File: src/rtl/core_pkg.sv
// Shared core definitions used by Decode, the Decode/Execute pipeline
// register and the execution units.
//   XLEN        : operand data width
//   REG_ADDR_W  : register index width
//   EXEC_TYPE_W : execute-type code width
//   exec_type_e : execute-type encoding carried from Decode to Execute
package core_pkg;

  localparam int XLEN        = 32;
  localparam int REG_ADDR_W  = 5;
  localparam int EXEC_TYPE_W = 5;

  typedef enum logic [EXEC_TYPE_W-1:0] {
    EXEC_ADD   = 5'd0,
    EXEC_SUB   = 5'd1,
    EXEC_SLL   = 5'd2,
    EXEC_SLT   = 5'd3,
    EXEC_SLTU  = 5'd4,
    EXEC_XOR   = 5'd5,
    EXEC_SRL   = 5'd6,
    EXEC_SRA   = 5'd7,
    EXEC_OR    = 5'd8,
    EXEC_AND   = 5'd9,
    EXEC_MUL   = 5'd10,
    EXEC_MULH  = 5'd11,
    EXEC_LOAD  = 5'd12,
    EXEC_STORE = 5'd13
  } exec_type_e;

  // True when no unit is selected and nothing is written back.
  function automatic logic is_bubble(input logic reg_write, input logic au,
                                     input logic mul, input logic lsu);
    return !(reg_write | au | mul | lsu);
  endfunction

endpackage

File: src/rtl/transfer_decode_execute_pipe_reg_en.sv
// pipe_reg_en: WIDTH-bit register with asynchronous active-low clear and a
// load enable.
//   clk   : rising-edge clock
//   rst_n : async clear, active low (overrides en)
//   en    : 1 = load d on the edge, 0 = hold
//   d     : data in
//   q     : registered data out
module pipe_reg_en #(
  parameter int WIDTH = 1
) (
  input  logic             clk,
  input  logic             rst_n,
  input  logic             en,
  input  logic [WIDTH-1:0] d,
  output logic [WIDTH-1:0] q
);

  always_ff @(posedge clk or negedge rst_n) begin
    if (!rst_n)  q <= '0;
    else if (en) q <= d;
  end

endmodule

File: src/rtl/transfer_decode_execute.sv
// transfer_decode_execute: Decode -> Execute pipeline register.
// Captures operands, rd, reg_write, execute type and unit-select flags every
// rising edge unless stalled. Reset clears everything, which is a NOP bubble.
//   clk, rst_n            : clock, async active-low reset
//   stall                 : 1 = hold outputs, ignore decode inputs
//   *_decode              : fields from Decode
//   *_execute             : registered fields to Execute
module transfer_decode_execute #(
  parameter int XLEN        = core_pkg::XLEN,
  parameter int REG_ADDR_W  = core_pkg::REG_ADDR_W,
  parameter int EXEC_TYPE_W = core_pkg::EXEC_TYPE_W
) (
  input  logic                   clk,
  input  logic                   rst_n,
  input  logic                   stall,
  input  logic [XLEN-1:0]        operand1_decode,
  input  logic [XLEN-1:0]        operand2_decode,
  input  logic                   reg_write_decode,
  input  logic [REG_ADDR_W-1:0]  rd_decode,
  input  logic [EXEC_TYPE_W-1:0] execute_type_decode,
  input  logic                   au_decode,
  input  logic                   mul_decode,
  input  logic                   lsu_decode,
  output logic [XLEN-1:0]        operand1_execute,
  output logic [XLEN-1:0]        operand2_execute,
  output logic                   reg_write_execute,
  output logic [REG_ADDR_W-1:0]  rd_execute,
  output logic [EXEC_TYPE_W-1:0] execute_type_execute,
  output logic                   au_execute,
  output logic                   mul_execute,
  output logic                   lsu_execute
);

  localparam int BW = 2*XLEN + 1 + REG_ADDR_W + EXEC_TYPE_W + 3;

  logic [BW-1:0] bundle_d;
  logic [BW-1:0] bundle_q;

  // One register on the whole bundle: every field shares enable and clear,
  // so the all-zero reset value is a bubble by construction.
  assign bundle_d = {operand1_decode, operand2_decode, reg_write_decode,
                     rd_decode, execute_type_decode,
                     au_decode, mul_decode, lsu_decode};

  pipe_reg_en #(.WIDTH(BW)) u_reg (
    .clk   (clk),
    .rst_n (rst_n),
    .en    (~stall),
    .d     (bundle_d),
    .q     (bundle_q)
  );

  assign {operand1_execute, operand2_execute, reg_write_execute,
          rd_execute, execute_type_execute,
          au_execute, mul_execute, lsu_execute} = bundle_q;

endmodule

File: config.mk
export PLATFORM = sky130hd
export DESIGN_NAME = transfer_decode_execute
export DESIGN_NICKNAME = d
export VERILOG_FILES = /design/src/rtl/core_pkg.sv /design/src/rtl/transfer_decode_execute_pipe_reg_en.sv /design/src/rtl/transfer_decode_execute.sv
export SDC_FILE = /design/constraint.sdc
export NUM_CORES = 1
export LEC_CHECK = 0
export ABC_AREA = 0
export CAP_MARGIN = 20
export CORE_ASPECT_RATIO = 1.2
export CORE_MARGIN = 2
export CORE_UTILIZATION = 35
export CTS_CLUSTER_DIAMETER = 50
export DETAILED_ROUTE_END_ITERATION = 10
export GPL_TIMING_DRIVEN = 0
export PLACE_DENSITY = 0.76
export SLEW_MARGIN = 20
export SYNTH_ARGS = -nofsm -noshare
export SYNTH_HDL_FRONTEND = slang
export SYNTH_SLANG_ARGS = --single-unit
File: constraint.sdc
create_clock -name clk -period 0.8 [get_ports clk]
set_input_delay 0.16 -clock clk [delete_from_list [all_inputs] [get_ports clk]]
set_output_delay 0.16 -clock clk [all_outputs]
set_load 0.1 [all_outputs]
# Word level (Yosys, flattened, before mapping)
# Cells that the tools add are included.
totals:
  out_inout_bits: 78
  in_bits: 81
  ff_bits: 78
  word_cells: 1

# Logic depth before layout (Yosys ltp)
depth:
  ltp_word: 0
  depth_mapped: 4

# Cells and area by module
# A second synthesis with hierarchy kept.
unflattened:
  cells_unflattened: 166
  area_unflattened_um2: 2979.1
modules_own_cells:
  columns: ["module", "cells_per_inst", "area_each_um2", "n_inst"]
  rows:
  - ["pipe_reg_en", 165, 2975.4, 1]
  - ["transfer_decode_execute", 1, 3.8, 1]

# Worst setup path before layout
# Ideal clock, no wire load.
synth_timing:
  kind: "register -> register"
  start: "reg u_reg.q[0] (netlist name)"
  end: "reg u_reg.q[0]"
  path_stages_with_launch: 2
  slack_ns: -0.460
  arrival_time_ns: 1.134
  cell_sequence: "dfrtp_1 > mux2_2"
synth_rtl:
  columns: ["element", "line", "text"]
  rows:
  - ["end signal, assigned", "transfer_decode_execute_pipe_reg_en.sv:19", "if (!rst_n) q <= '0;"]
  - ["end signal, assigned", "transfer_decode_execute_pipe_reg_en.sv:20", "else if (en) q <= d;"]
  - ["end, declared", "transfer_decode_execute_pipe_reg_en.sv:15", "output logic [WIDTH-1:0] q"]

# Worst setup path after layout
layout_timing:
  start: "reg u_reg.q[27]"
  end: "out operand2_execute[13]"
layout_rtl:
  columns: ["element", "line", "text"]
  rows:
  - ["end, declared", "transfer_decode_execute.sv:25", "output logic [XLEN-1:0] operand2_execute,"]
# No word-level cell between the ends.

==> impl_results.md <==
* Antenna-violating nets left at 0
* Yosys reg bits at 78
* Starting Density at 0.3629
* Antenna violations before repair at 0
* Worst-margin pin slew at 492.5 ps
* GRT Total Usage at 0.1764
* Root Driver: clkbuf_8
* WP data arrival at 1020 ps
* Critical Path Sink Type: output port
* Die area at 9257 sq um
* WL final at 7996 um
* Worst vdd ir at 0.001235 V
* RSZ-0062 raised after global routing: yes
* IO Count at 159
* Tcrit/Tclk final at 1.474
* Synth area leaders: dfrtp_1, mux2_2, mux2_4
* Largest register FFs at 78
* Slowest stage delay, CP at 510 ps
* Slew Viols, Final at 0
* Crit start category: register
* Fin. Hold Viols at 37
* Worst path bufs/invs at 1
* Routed vias at 2,036
* Detail Placement HPWL at 5258 um
* Via density at 4.397
* Clock Pin Slew Worst Setup and Hold Paths at 80 ps
* Final setup viols at 156
* Biggest regs: u_reg.q (78)
* Worst path slowest cell: dfrtp_4
* CP top delay family: flip-flops
* Worst-Skew Late Latency at 330 ps
* Final setup TNS at -34,880 ps
* CP cell instances: buf_12
* CP Class: register to output port
* WHS at -215.2 ps
* CTS tree: yes
* Drt pass-1 iters at 4
* Layout Area Growth over Synthesis at 111.4%
* DP Worst Slack at -906.4 ps
* First-pass GRT wire length at 12,430 um
* Pin count of the biggest net entering global routing at 42
* Tmin final at 1179 ps
* Chip Height at 105 um
* Max Cap Violations at 0
* Failing checks: hold timing, setup timing
* Max transition margin at 0.6717
* Data required, critical path at 640 ps
* Routed len/inst at 17.27 um
* Row cnt at 36
* Synthesized Nets at 246
* Cell variety after synth at 5
* Core region area at 8198 sq um
* Final-stage net count at 427
* Synthesized instance count at 165
* Fmax at 848.0 MHz
* Longest Clk Path Bufs at 2
* Number of global-route vias before repair at 2,324
* DR iter-0 viols at 46
* Antenna diode count at 0
* Final worst setup slack at -379.2 ps
* CTS Buf Count at 9
* Status: finished, violations left
* Synthesized cell area at 2975 sq um
* Synth top area share at 0.6560
* CTS sink count at 78
* Synth Area per Inst at 18.03 sq um
* Port Buffers at 157
* Die width at 88.17 um
* Fraction of layout cells with a size suffix above 1 at 0.7708
* # DRC at 0
* HP Class: primary input to async pin
* Largest Register: u_reg.q
* Register area share after synthesis at 0.6560
* Leading area contributor after synthesis: dfrtp_1
* Final Total Pwr at 13.69 mW
* RD Place Congestion at 0.6692
* Post-layout util at 0.7671
* Pwr per Cell Area at 2177 nW/um^2
* Clk_skew at 0 ps
* Grt ovf at 0
* Syn. warnings at 0
* CP max FO at 2
* H-tree depth at 3
* Pleak at 2.730 nW
synthesized netlist by cell type:
library cell,n
buf_2,5
buf_6,4
dfrtp_1,78
mux2_2,58
mux2_4,20
placed cells by master (no fill, tap or decap), drive strengths merged:
master	count
buf	101
mux2	78
clkdlybuf4s50	78
dfrtp	78
clkbuf	12
clkinv	2
report_power, final:
group          total, mW  leakage [nW]  switching [mW]  internal, mW
Sequential          5.08         0.840           0.479          4.60
Combinational       6.14          1.81            3.55          2.59
Clock               2.48        0.0821            1.31          1.17
Total               13.7          2.73            5.34          8.35
worst reg2reg max path, cell delays in order, from the launching register on:
cell,delay (ps)
dfrtp_4,510
buf_6,130
mux2_4,250
final timing paths:
kind                            slack (ps)         from                   end  depth (start not counted)
worst min register to register         590  u_reg.q[63]           u_reg.q[63]                          1
worst min-delay path                  -220        rst_n           u_reg.q[64]                          1
min in group clk                       300        stall            u_reg.q[3]                          3
worst max-delay path                  -380  u_reg.q[27]  operand2_execute[13]                          1
worst max register to register        -190  u_reg.q[27]           u_reg.q[27]                          2
max in group asynchronous              400        rst_n           u_reg.q[15]                          2
per-stage QoR:
| stage | area (sq um) | std cells |
|---|---|---|
| floorplan | 3482 | 165 |
| global placement | 5196 | 436 |
| detailed placement | 5214 | 437 |
| CTS | 6232 | 458 |
| global route | 6289 | 463 |
| finish | 6289 | 463 |
routing by layer:
layer  wire, um  track usage  share of wire  vias up
met5          0            0              0        -
met1       3188       0.2239           0.40     1003
li1           -            -              -      928
met3        576      0.05371          0.072        8
met2       4164       0.2841           0.52       97
met4         67      0.05844         0.0084        0
cell families after synthesis:
group,after synthesis,share of synthesized area
buffers and inverters,9,0.02355
DFF,78,0.6560
muxes,78,0.3204
what timing repair did:
item / in CTS / in global routing
pin swaps: 0 / 0
resized for setup: 710 / 9
endpoints found under the setup margin: 156 / 156
endpoints found under the hold margin: 37 / 37
buffers inserted: 7 / 9
cell type report:
cell class                      instances  area [sq um]
Tap cell                              114         142.6
Fill cell                             464          1909
Sequential cell                        78          2245
Clock buffer                           12         145.1
Clock inverter                          2         10.01
Buffer                                  9         70.07
Multi-Input combinational cell         78          1171
Timing Repair Buffer                  170          2505
Note: power is estimated with default switching activity, not from simulation.
